### src/rtl/emisor_bits_pkg.sv
// emisor_bits_pkg: quotient-bit line codes and transmitter FSM states.
`default_nettype none
package emisor_bits_pkg;

  localparam logic [1:0] P_N = 2'b00;
  localparam logic [1:0] P_0 = 2'b10;
  localparam logic [1:0] P_1 = 2'b01;

  typedef enum logic [1:0] {
    S_IDLE = 2'b00,
    S_CLR  = 2'b01,
    S_BIT  = 2'b10,
    S_GAP  = 2'b11
  } state_t;

endpackage
`default_nettype wire

### src/rtl/emisor_bits.sv
// emisor_bits: latches an N-bit word and sends it MSB first as P_0/P_1 pulses,
// each followed by a P_N gap, preceded by one receiver-clear cycle.
`default_nettype none
module emisor_bits
  import emisor_bits_pkg::*;
#(
  parameter int N = 8
) (
  input  logic         clk,
  input  logic         reset,
  input  logic         i_start,
  input  logic [N-1:0] i_dato,
  output logic [1:0]   o_a,
  output logic         o_clr,
  output logic         o_busy,
  output logic         o_done
);

  localparam int CW = $clog2(N + 1);

  state_t         state, state_nxt;
  logic [N-1:0]   shreg, shreg_nxt;
  logic [CW-1:0]  cnt, cnt_nxt;
  logic [1:0]     a_nxt;
  logic           clr_nxt, busy_nxt, done_nxt;

  // Outputs are computed for the state being entered, then registered.
  always_comb begin
    state_nxt = state;
    shreg_nxt = shreg;
    cnt_nxt   = cnt;
    a_nxt     = P_N;
    clr_nxt   = 1'b0;
    busy_nxt  = 1'b1;
    done_nxt  = 1'b0;
    case (state)
      S_IDLE: begin
        busy_nxt = 1'b0;
        if (i_start) begin
          state_nxt = S_CLR;
          shreg_nxt = i_dato;
          cnt_nxt   = CW'(N);
          clr_nxt   = 1'b1;
          busy_nxt  = 1'b1;
        end
      end
      S_CLR: begin
        state_nxt = S_BIT;
        a_nxt     = shreg[N-1] ? P_1 : P_0;
        shreg_nxt = shreg << 1;
        cnt_nxt   = cnt - CW'(1);
      end
      S_BIT: begin
        state_nxt = S_GAP;
        done_nxt  = (cnt == '0);
      end
      S_GAP: begin
        if (cnt != '0) begin
          state_nxt = S_BIT;
          a_nxt     = shreg[N-1] ? P_1 : P_0;
          shreg_nxt = shreg << 1;
          cnt_nxt   = cnt - CW'(1);
        end else begin
          state_nxt = S_IDLE;
          busy_nxt  = 1'b0;
        end
      end
      default: begin
        state_nxt = S_IDLE;
        busy_nxt  = 1'b0;
      end
    endcase
  end

  always_ff @(posedge clk) begin
    if (reset) begin
      state  <= S_IDLE;
      shreg  <= '0;
      cnt    <= '0;
      o_a    <= P_N;
      o_clr  <= 1'b0;
      o_busy <= 1'b0;
      o_done <= 1'b0;
    end else begin
      state  <= state_nxt;
      shreg  <= shreg_nxt;
      cnt    <= cnt_nxt;
      o_a    <= a_nxt;
      o_clr  <= clr_nxt;
      o_busy <= busy_nxt;
      o_done <= done_nxt;
    end
  end

endmodule
`default_nettype wire

### config.mk
export PLATFORM = sky130hd
export DESIGN_NAME = emisor_bits
export DESIGN_NICKNAME = d
export VERILOG_FILES = /design/src/rtl/emisor_bits_pkg.sv /design/src/rtl/emisor_bits.sv
export SDC_FILE = /design/constraint.sdc
export NUM_CORES = 1
export LEC_CHECK = 0
export ABC_AREA = 1
export CORE_MARGIN = 2
export CORE_UTILIZATION = 55
export DETAILED_ROUTE_END_ITERATION = 10
export PLACE_DENSITY_LB_ADDON = 0.15
export REMOVE_ABC_BUFFERS = 1
export SETUP_SLACK_MARGIN = 0.05
export SYNTH_ARGS = -nofsm -noshare
export SYNTH_HDL_FRONTEND = slang
export SYNTH_SLANG_ARGS = --single-unit
### constraint.sdc
create_clock -name clk -period 3.9 [get_ports clk]
set_input_delay 0.78 -clock clk [delete_from_list [all_inputs] [get_ports clk]]
set_output_delay 0.78 -clock clk [all_outputs]
set_load 0.05 [all_outputs]
Yosys cells after proc, flatten, opt, wreduce, memory -nomap -nowiden
Cells that the tools add are included.
{ "op_classes": {"n_eq_ne": 5, "n_bitwise": 2, "n_mux": 15, "n_reduce_logical": 7, "addsub": 1} }
{ "op_table": {"columns": ["operator", "count"], "rows": [
  ["8-bit case mux with 3 select lines", 1],
  ["8-bit 2-to-1 mux", 2],
  ["4-bit case mux with 3 select lines", 1],
  ["2-bit 2-to-1 mux", 4],
  ["4-bit 2-to-1 mux", 2],
  ["2-bit case mux with 4 select lines", 1],
  ["2-bit equality test, second input constant", 2],
  ["4-bit logical NOT", 1],
  ["2-bit != test, second input constant", 2],
  ["2-bit case mux with 2 select lines", 1],
  ["4-bit nonzero test", 1],
  ["2-bit OR reduction", 2],
  ["4-bit by 1-bit subtractor with 4-bit output, second input constant", 1],
  ["3-bit AND reduction", 1],
  ["3-bit nonzero test", 1],
  ["2-bit by 1-bit equality test with 1-bit output, second input constant", 1],
  ["2-bit logical NOT", 1],
  ["1-bit 2-to-1 mux", 2],
  ["1-bit NOT", 2],
  ["1-bit case mux with 2 select lines", 1]
]} }
{ "totals": {"input_bits": 11, "ff_bits": 19, "elab_cells": 37, "out_inout_bits": 5} }

Depth between registers and ports, before layout
Gate-level depths: netlist of run 1.
{ "logic_depth": {"word_depth": 3, "depth_mapped": 8} }

Worst setup path before layout of run 1
Ideal clock, no wire load.
{ "synth_path": {"path_type": "input to register", "start": "in i_start", "end": "reg cnt[2]", "setup_slack_ns": 2.479, "cell_stages": 6, "arrival_ns": 1.309, "path_cell_list": "inv_2 > a21oi_4 > nand2_2 > buf_4 > nor2_1 > nor2_1"} }
{ "synth_via": {"elab_chain_len": 2} }
{ "synth_rtl": {"columns": ["element", "line_no", "rtl"], "rows": [
  ["start, declared", "emisor_bits.sv:11", "input logic i_start,"],
  ["2-bit != test (no source line)", null, null],
  ["3-bit AND reduction (no source line)", null, null],
  ["end signal, assigned", "emisor_bits.sv:87", "cnt <= cnt_nxt;"],
  ["end, declared", "emisor_bits.sv:23", "logic [CW-1:0] cnt, cnt_nxt;"]
]} }
Every way passes these cells.
A chain may end at the register's enable or synchronous reset.

Worst setup path in the final report of run 1
{ "layout_path": {"start": "reg o_a[0]", "end": "out o_a[0]"} }
{ "layout_lines": {"columns": ["element", "line_no", "rtl"], "rows": [
  ["start, declared", "emisor_bits.sv:13", "output logic [1:0] o_a,"],
  ["start signal, assigned", "emisor_bits.sv:88", "o_a <= a_nxt;"]
]} }
No word-level cell between the ends.

==> results of run 1 <==
power breakdown:
group / internal (W) / switching (W) / total (W) / leakage, nW
registers: 0.000244 / 0.0000235 / 0.000267 / 0.157
logic: 0.000117 / 0.000207 / 0.000324 / 0.396
clock network: 0.0000398 / 0.0000604 / 0.000100 / 0.0150
total: 0.000401 / 0.000291 / 0.000692 / 0.568
metrics by stage:
| step | setup slack (ns) | instances | power [W] | area (um2) | utilization, % |
|---|---|---|---|---|---|
| after floorplan | 2.46 | 144 | 0.000523 | 958 | - |
| after global placement | 1.80 | 184 | 0.000585 | 1140 | 66.7 |
| after detailed placement | 1.75 | 184 | 0.000596 | 1140 | 66.7 |
| after CTS | 1.70 | 188 | 0.000695 | 1170 | 68.3 |
| after global routing | 1.64 | 188 | 0.000754 | 1170 | 68.3 |
| final | 1.70 | 188 | 0.000692 | 1170 | 68.3 |
worst min path at each step:
stage,start,endpoint,slack (ns),depth (start not counted)
2_1_floorplan,shreg[7]$_SDFFE_PP0P_,o_a[0]$_SDFF_PP0_,0.42,2
3_3_place_gp,shreg[7]$_SDFFE_PP0P_,o_a[0]$_SDFF_PP0_,0.42,2
3_5_place_dp,shreg[7]$_SDFFE_PP0P_,o_a[0]$_SDFF_PP0_,0.44,2
4_1_cts,shreg[7]$_SDFFE_PP0P_,o_a[0]$_SDFF_PP0_,0.45,2
5_1_grt,shreg[7]$_SDFFE_PP0P_,o_a[0]$_SDFF_PP0_,0.47,2
6_report,shreg[7]$_SDFFE_PP0P_,o_a[0]$_SDFF_PP0_,0.44,2
cell families after synthesis:
| group | count (synthesis) |
|---|---|
| flops | 19 |
| simple gates | 87 |
| buf+inv | 24 |
| fa+ha+maj | 6 |
| compound gates | 12 |
sequential cells by signal, indices dropped and copies added, names as in the netlist:
signal,cells
o_busy,1
state,2
o_clr,1
o_a,2
shreg,8
cnt,4
o_done,1
metal layers:
| layer | vias up | GRT usage, % | wire [um] |
|---|---|---|---|
| met1 | 379 | 22.0 | 810 |
| met4 | 0 | 8.57 | 34 |
| met5 | - | 0 | 0 |
| met2 | 14 | 29.7 | 784 |
| met3 | 5 | 3.53 | 61 |
| li1 | 476 | - | - |
synth_stat cells, drive strengths merged:
cell type and n:
dfxtp 19, inv 20, buf 4, nand3 5, ha 6, nor2 32
nor3 5, nand2 45, a21oi 5, o21ai 7
final cells by class:
class                           instances  area [um2]  share of cell area [%]
Tap cell                               25        31.3                    2.68
Sequential cell                        19         380                    32.6
Inverter                               20        75.1                    6.44
Clock buffer                            4        26.3                    2.25
Timing Repair Buffer                   15         150                    12.9
Multi-Input combinational cell        105         503                    43.1
==> flow_summary.json, run 1 <==
{
  "synth.avg_cell_area_um2": 6.69,
  "synth_area_leader_cell": "dfxtp_1",
  "yosysWarningCount": 0,
  "core_area_um2": 1710,
  "hold_buffers": 0,
  "path_clk_slew_ns": 0.10,
  "drtAntennaViolNets": 0,
  "die_h_um": 46.4,
  "grt_antenna_before_repair": 0,
  "synth-seq-cells": 19,
  "drt_first_iter_violations": 4,
  "path_cells": "clkdlybuf4s50_1",
  "synth-compound-area-share_pct": 7.21,
  "cts_resized": 0,
  "gp_congestion": 0.791,
  "hp-class": "reg -> reg",
  "skew_ns": 0.00265,
  "drt_wl_total_um": 1690,
  "grt_pass1_wl_um": 2750,
  "crit_end": "o_a[0]",
  "synth_xor_area_share_pct": 0,
  "tightest_slew_ns": 0.491,
  "layout_common_cells": "nand2_1 (43), nor2_1 (31), inv_1 (19), dfxtp_1 (19), clkdlybuf4s50_1 (15)",
  "die_area_um2": 2150,
  "clock-sinks": 19,
  "worstPathRequired_ns": 3.12,
  "cp.arrival_ns": 1.42,
  "status": "completed",
  "final_common_cell": "nand2_1",
  "dp_hpwl_um": 1260,
  "n_fill_cell": 146,
  "initial_utilization_pct": 57.9,
  "crit_path_top_delay_cell": "clkdlybuf4s50_1",
  "grt_pass1_vias": 704,
  "cap_violations": 0,
  "cp_num_buf_inv": 1,
  "crit_path_end_kind": "primary output",
  "n_antenna_cell": 0,
  "max_stage_delay_ns": 0.79,
  "grt-ovfl-total": 0,
  "yosys.area_share.adder_pct": 7.59,
  "setup_violations": 0,
  "yosys-top-cells-area": "dfxtp_1 (38%), nand2_1 (16%), nor2_1 (12%)",
  "reg2reg_from": "state[0]$_SDFFE_PP0P_",
  "io_pins": 16,
  "routedWlPerCell_um": 8.98,
  "pwr_density_cell_nw_per_um2": 593,
  "yosys.area_share.simple_pct": 36.0,
  "setup.worst_path.start": "o_a[0]$_SDFF_PP0_",
  "holdWs_ns": 0.445,
  "rrSetupSlack_ns": 2.32,
  "grt_usage_pct": 17.9,
  "core.rowCount": 15,
  "clock.fmax_mhz": 454,
  "viasPerCell": 4.65,
  "r2r.worst_path.cells": 7,
  "crit_fanout": 1,
  "synthMuxAreaShare_pct": 0,
  "drcViolationCount": 0,
  "vias": 874,
  "cts-root-buf": "clkbuf_4",
  "ys_seq_area_share_pct": 38.4,
  "cts_buffer_depth": 2,
  "r2r-end": "shreg[1]$_SDFFE_PP0P_",
  "cp_top_family": "buffers and inverters",
  "rsz0062_at_grt": "false",
  "hold_violations": 0,
  "final_net_count": 181,
  "cp.depth": 1,
  "die_width_um": 46.4,
  "synth_cells": 148,
  "cts_setup_buffers": 0,
  "synth_area_um2": 990,
  "critPathKind": "reg -> out",
  "start_kind": "register",
  "cts_tree": "yes",
  "slew_headroom_pct": 67.1,
  "htreeDepth": 1,
  "clock_latency_ns": 0.29,
  "grt_max_degree": 22,
  "synth_top_family_by_area": "simple AND/OR/NAND/NOR gates",
  "drive_above_1_share_pct": 5.52,
  "cts_made_buffers": 3,
  "synth_cell_type_count": 17,
  "min_period_over_period_pct": 56.4,
  "yosysTopAreaCellShare_pct": 38.4,
  "drt_first_pass_iters": 2,
  "setup_tns_ns": 0,
  "timing.final.max_slew_violations": 0,
  "min_period_ns": 2.20,
  "peakVddDrop_v": 0.000308,
  "total_leakage_power_nw": 0.568,
  "syn2layout_area_growth_pct": 17.8,
  "portBuffers": 15
}
Power figures use the tool's default switching activity.
==> run 2: changes to the inputs <==
Settings changed: CORE_UTILIZATION 55 to 51.
Clock period 3.9 ns to 2.17 ns, I/O delays scaled along.
==> run 2 against run 1 <==
Effect of this change: routed wire length down 2.2%; count of clock-buffer cells in the layout is 1 lower; sequential cell count unchanged; largest power group unchanged.
==> flow_summary.json, run 2 (synthesis results as in run 1) <==
{
  "regMostFlops": "shreg",
  "grt_pass1_vias": 744,
  "grt_max_degree": 22,
  "cp_num_buf_inv": 1,
  "drive_above_1_share_pct": 6.13,
  "min_period_over_period_pct": 84.9,
  "slew_headroom_pct": 67.0,
  "path_cells": "clkdlybuf4s50_1",
  "start_kind": "register",
  "grt_usage_pct": 17.9,
  "routedWlPerCell_um": 8.79,
  "place_ws_ns": 0.349,
  "io_pins": 16,
  "worstHoldStart": "shreg[7]$_SDFFE_PP0P_",
  "die_area_um2": 2310,
  "status": "completed",
  "cp.arrival_ns": 1.41,
  "skew_ns": 0.00214,
  "initial_utilization_pct": 55.5,
  "max_stage_delay_ns": 0.79,
  "dp_hpwl_um": 1190,
  "cts_resized": 0,
  "setup_tns_ns": 0,
  "cts_made_buffers": 3,
  "crit_fanout": 1,
  "drt_first_pass_iters": 4,
  "cts_buffer_depth": 2,
  "critPathKind": "reg -> out",
  "die_width_um": 48.1,
  "hold_buffers": 0,
  "min_period_ns": 1.84,
  "cts-root-buf": "clkbuf_4",
  "htreeDepth": 1,
  "rsz0062_at_grt": "false",
  "gp_congestion": 0.818,
  "grt_pass1_wl_um": 2900,
  "viasPerCell": 4.50,
  "die_h_um": 48.1,
  "worstPathRequired_ns": 1.74,
  "crit_path_end_kind": "primary output",
  "r2r.worst_path.cells": 7,
  "rrSetupSlack_ns": 0.59,
  "worstHoldEndpoint": "o_a[0]$_SDFF_PP0_",
  "clock_latency_ns": 0.29,
  "cts_tree": "yes",
  "cap_violations": 0,
  "cp_top_family": "buffers and inverters",
  "setup_violations": 0,
  "largest_reg_flops": 8,
  "n_antenna_cell": 0,
  "vias": 846,
  "peakVddDrop_v": 0.000639,
  "drt_first_iter_violations": 11,
  "crit_path_top_delay_cell": "clkdlybuf4s50_1",
  "hold_violations": 0,
  "final_net_count": 181,
  "layout_common_cells": "nand2_1 (43), nor2_1 (31), inv_1 (19), dfxtp_1 (19), clkdlybuf4s50_1 (15)",
  "tightest_slew_ns": 0.493,
  "grt_antenna_before_repair": 0,
  "timing.final.max_slew_violations": 0,
  "fin_ws_ns": 0.327,
  "total_leakage_power_nw": 0.571,
  "final_common_cell": "nand2_1",
  "pwr_density_cell_nw_per_um2": 1060,
  "cts_setup_buffers": 0,
  "portBuffers": 15,
  "hp-class": "reg -> reg",
  "drtAntennaViolNets": 0,
  "reg_top3": "shreg: 8 flops, cnt: 4 flops",
  "whs_path_depth": 2,
  "path_clk_slew_ns": 0.11,
  "r2r-end": "shreg[5]$_SDFFE_PP0P_",
  "drt_wl_total_um": 1650,
  "clock-sinks": 19,
  "power_w": 0.00124,
  "clock.fmax_mhz": 543,
  "core.rowCount": 15,
  "grt-ovfl-total": 0,
  "drcViolationCount": 0,
  "syn2layout_area_growth_pct": 18.0,
  "reg2reg_from": "state[0]$_SDFFE_PP0P_",
  "core_area_um2": 1780
}
[run 2: routing by layer]
layer | routed length (um) | vias to the layer above | GRT usage, % | part of all wire (%)
met4 | 15 | 0 | 8.11 | 0.91
met3 | 49 | 2 | 3.40 | 3.0
met5 | 0 | - | 0 | 0
met2 | 724 | 13 | 27.2 | 44
met1 | 862 | 355 | 24.5 | 52
li1 | - | 476 | - | -
[run 2: layout make-up]
class                      instances  area (um2)
multi-input combinational        105         503
tap                               25        31.3
inverter                          20        75.1
sequential                        19         380
fill                             159         616
clock buffer                       3        22.5
timing repair buffer              15         150
clock inverter                     1        5.00
[run 2: worst reg2reg max path, cell delays in order, from the launching register on]
cell     delay (ns)
dfxtp_1        0.41
inv_1          0.11
ha_1           0.27
a21oi_4        0.19
nand2_2        0.25
nand2_1        0.15
nand2_1        0.06
nor2_1         0.09
[run 2: where the power goes]
group	switching, W	internal (W)	leakage [nW]
logic	0.000372	0.000210	0.396
registers	0.0000410	0.000439	0.157
clock network	0.000109	0.0000685	0.0177
total	0.000522	0.000717	0.571
[run 2: worst max-delay path by stage]
stage | from | to | slack [ns] | cells past startpoint
2_1_floorplan | state[0]$_SDFFE_PP0P_ | cnt[2]$_SDFFE_PP0P_ | 0.82 | 6
3_3_place_gp | i_start | shreg[3]$_SDFFE_PP0P_ | 0.41 | 6
3_5_place_dp | i_start | shreg[5]$_SDFFE_PP0P_ | 0.35 | 7
4_1_cts | o_busy$_SDFF_PP0_ | o_busy | 0.31 | 1
5_1_grt | o_busy$_SDFF_PP0_ | o_busy | 0.26 | 1
6_report | o_done$_SDFF_PP0_ | o_done | 0.33 | 1
[run 2: through the flow]
| step | utilization [%] | std cells | area [um2] | hold WS (ns) |
|---|---|---|---|---|
| floorplan | - | 144 | 958 | 0.417 |
| global placement | 63.9 | 184 | 1140 | 0.429 |
| detailed placement | 63.9 | 184 | 1140 | 0.437 |
| CTS | 65.5 | 188 | 1170 | 0.456 |
| global route | 65.5 | 188 | 1170 | 0.479 |
| finish | 65.5 | 188 | 1170 | 0.451 |
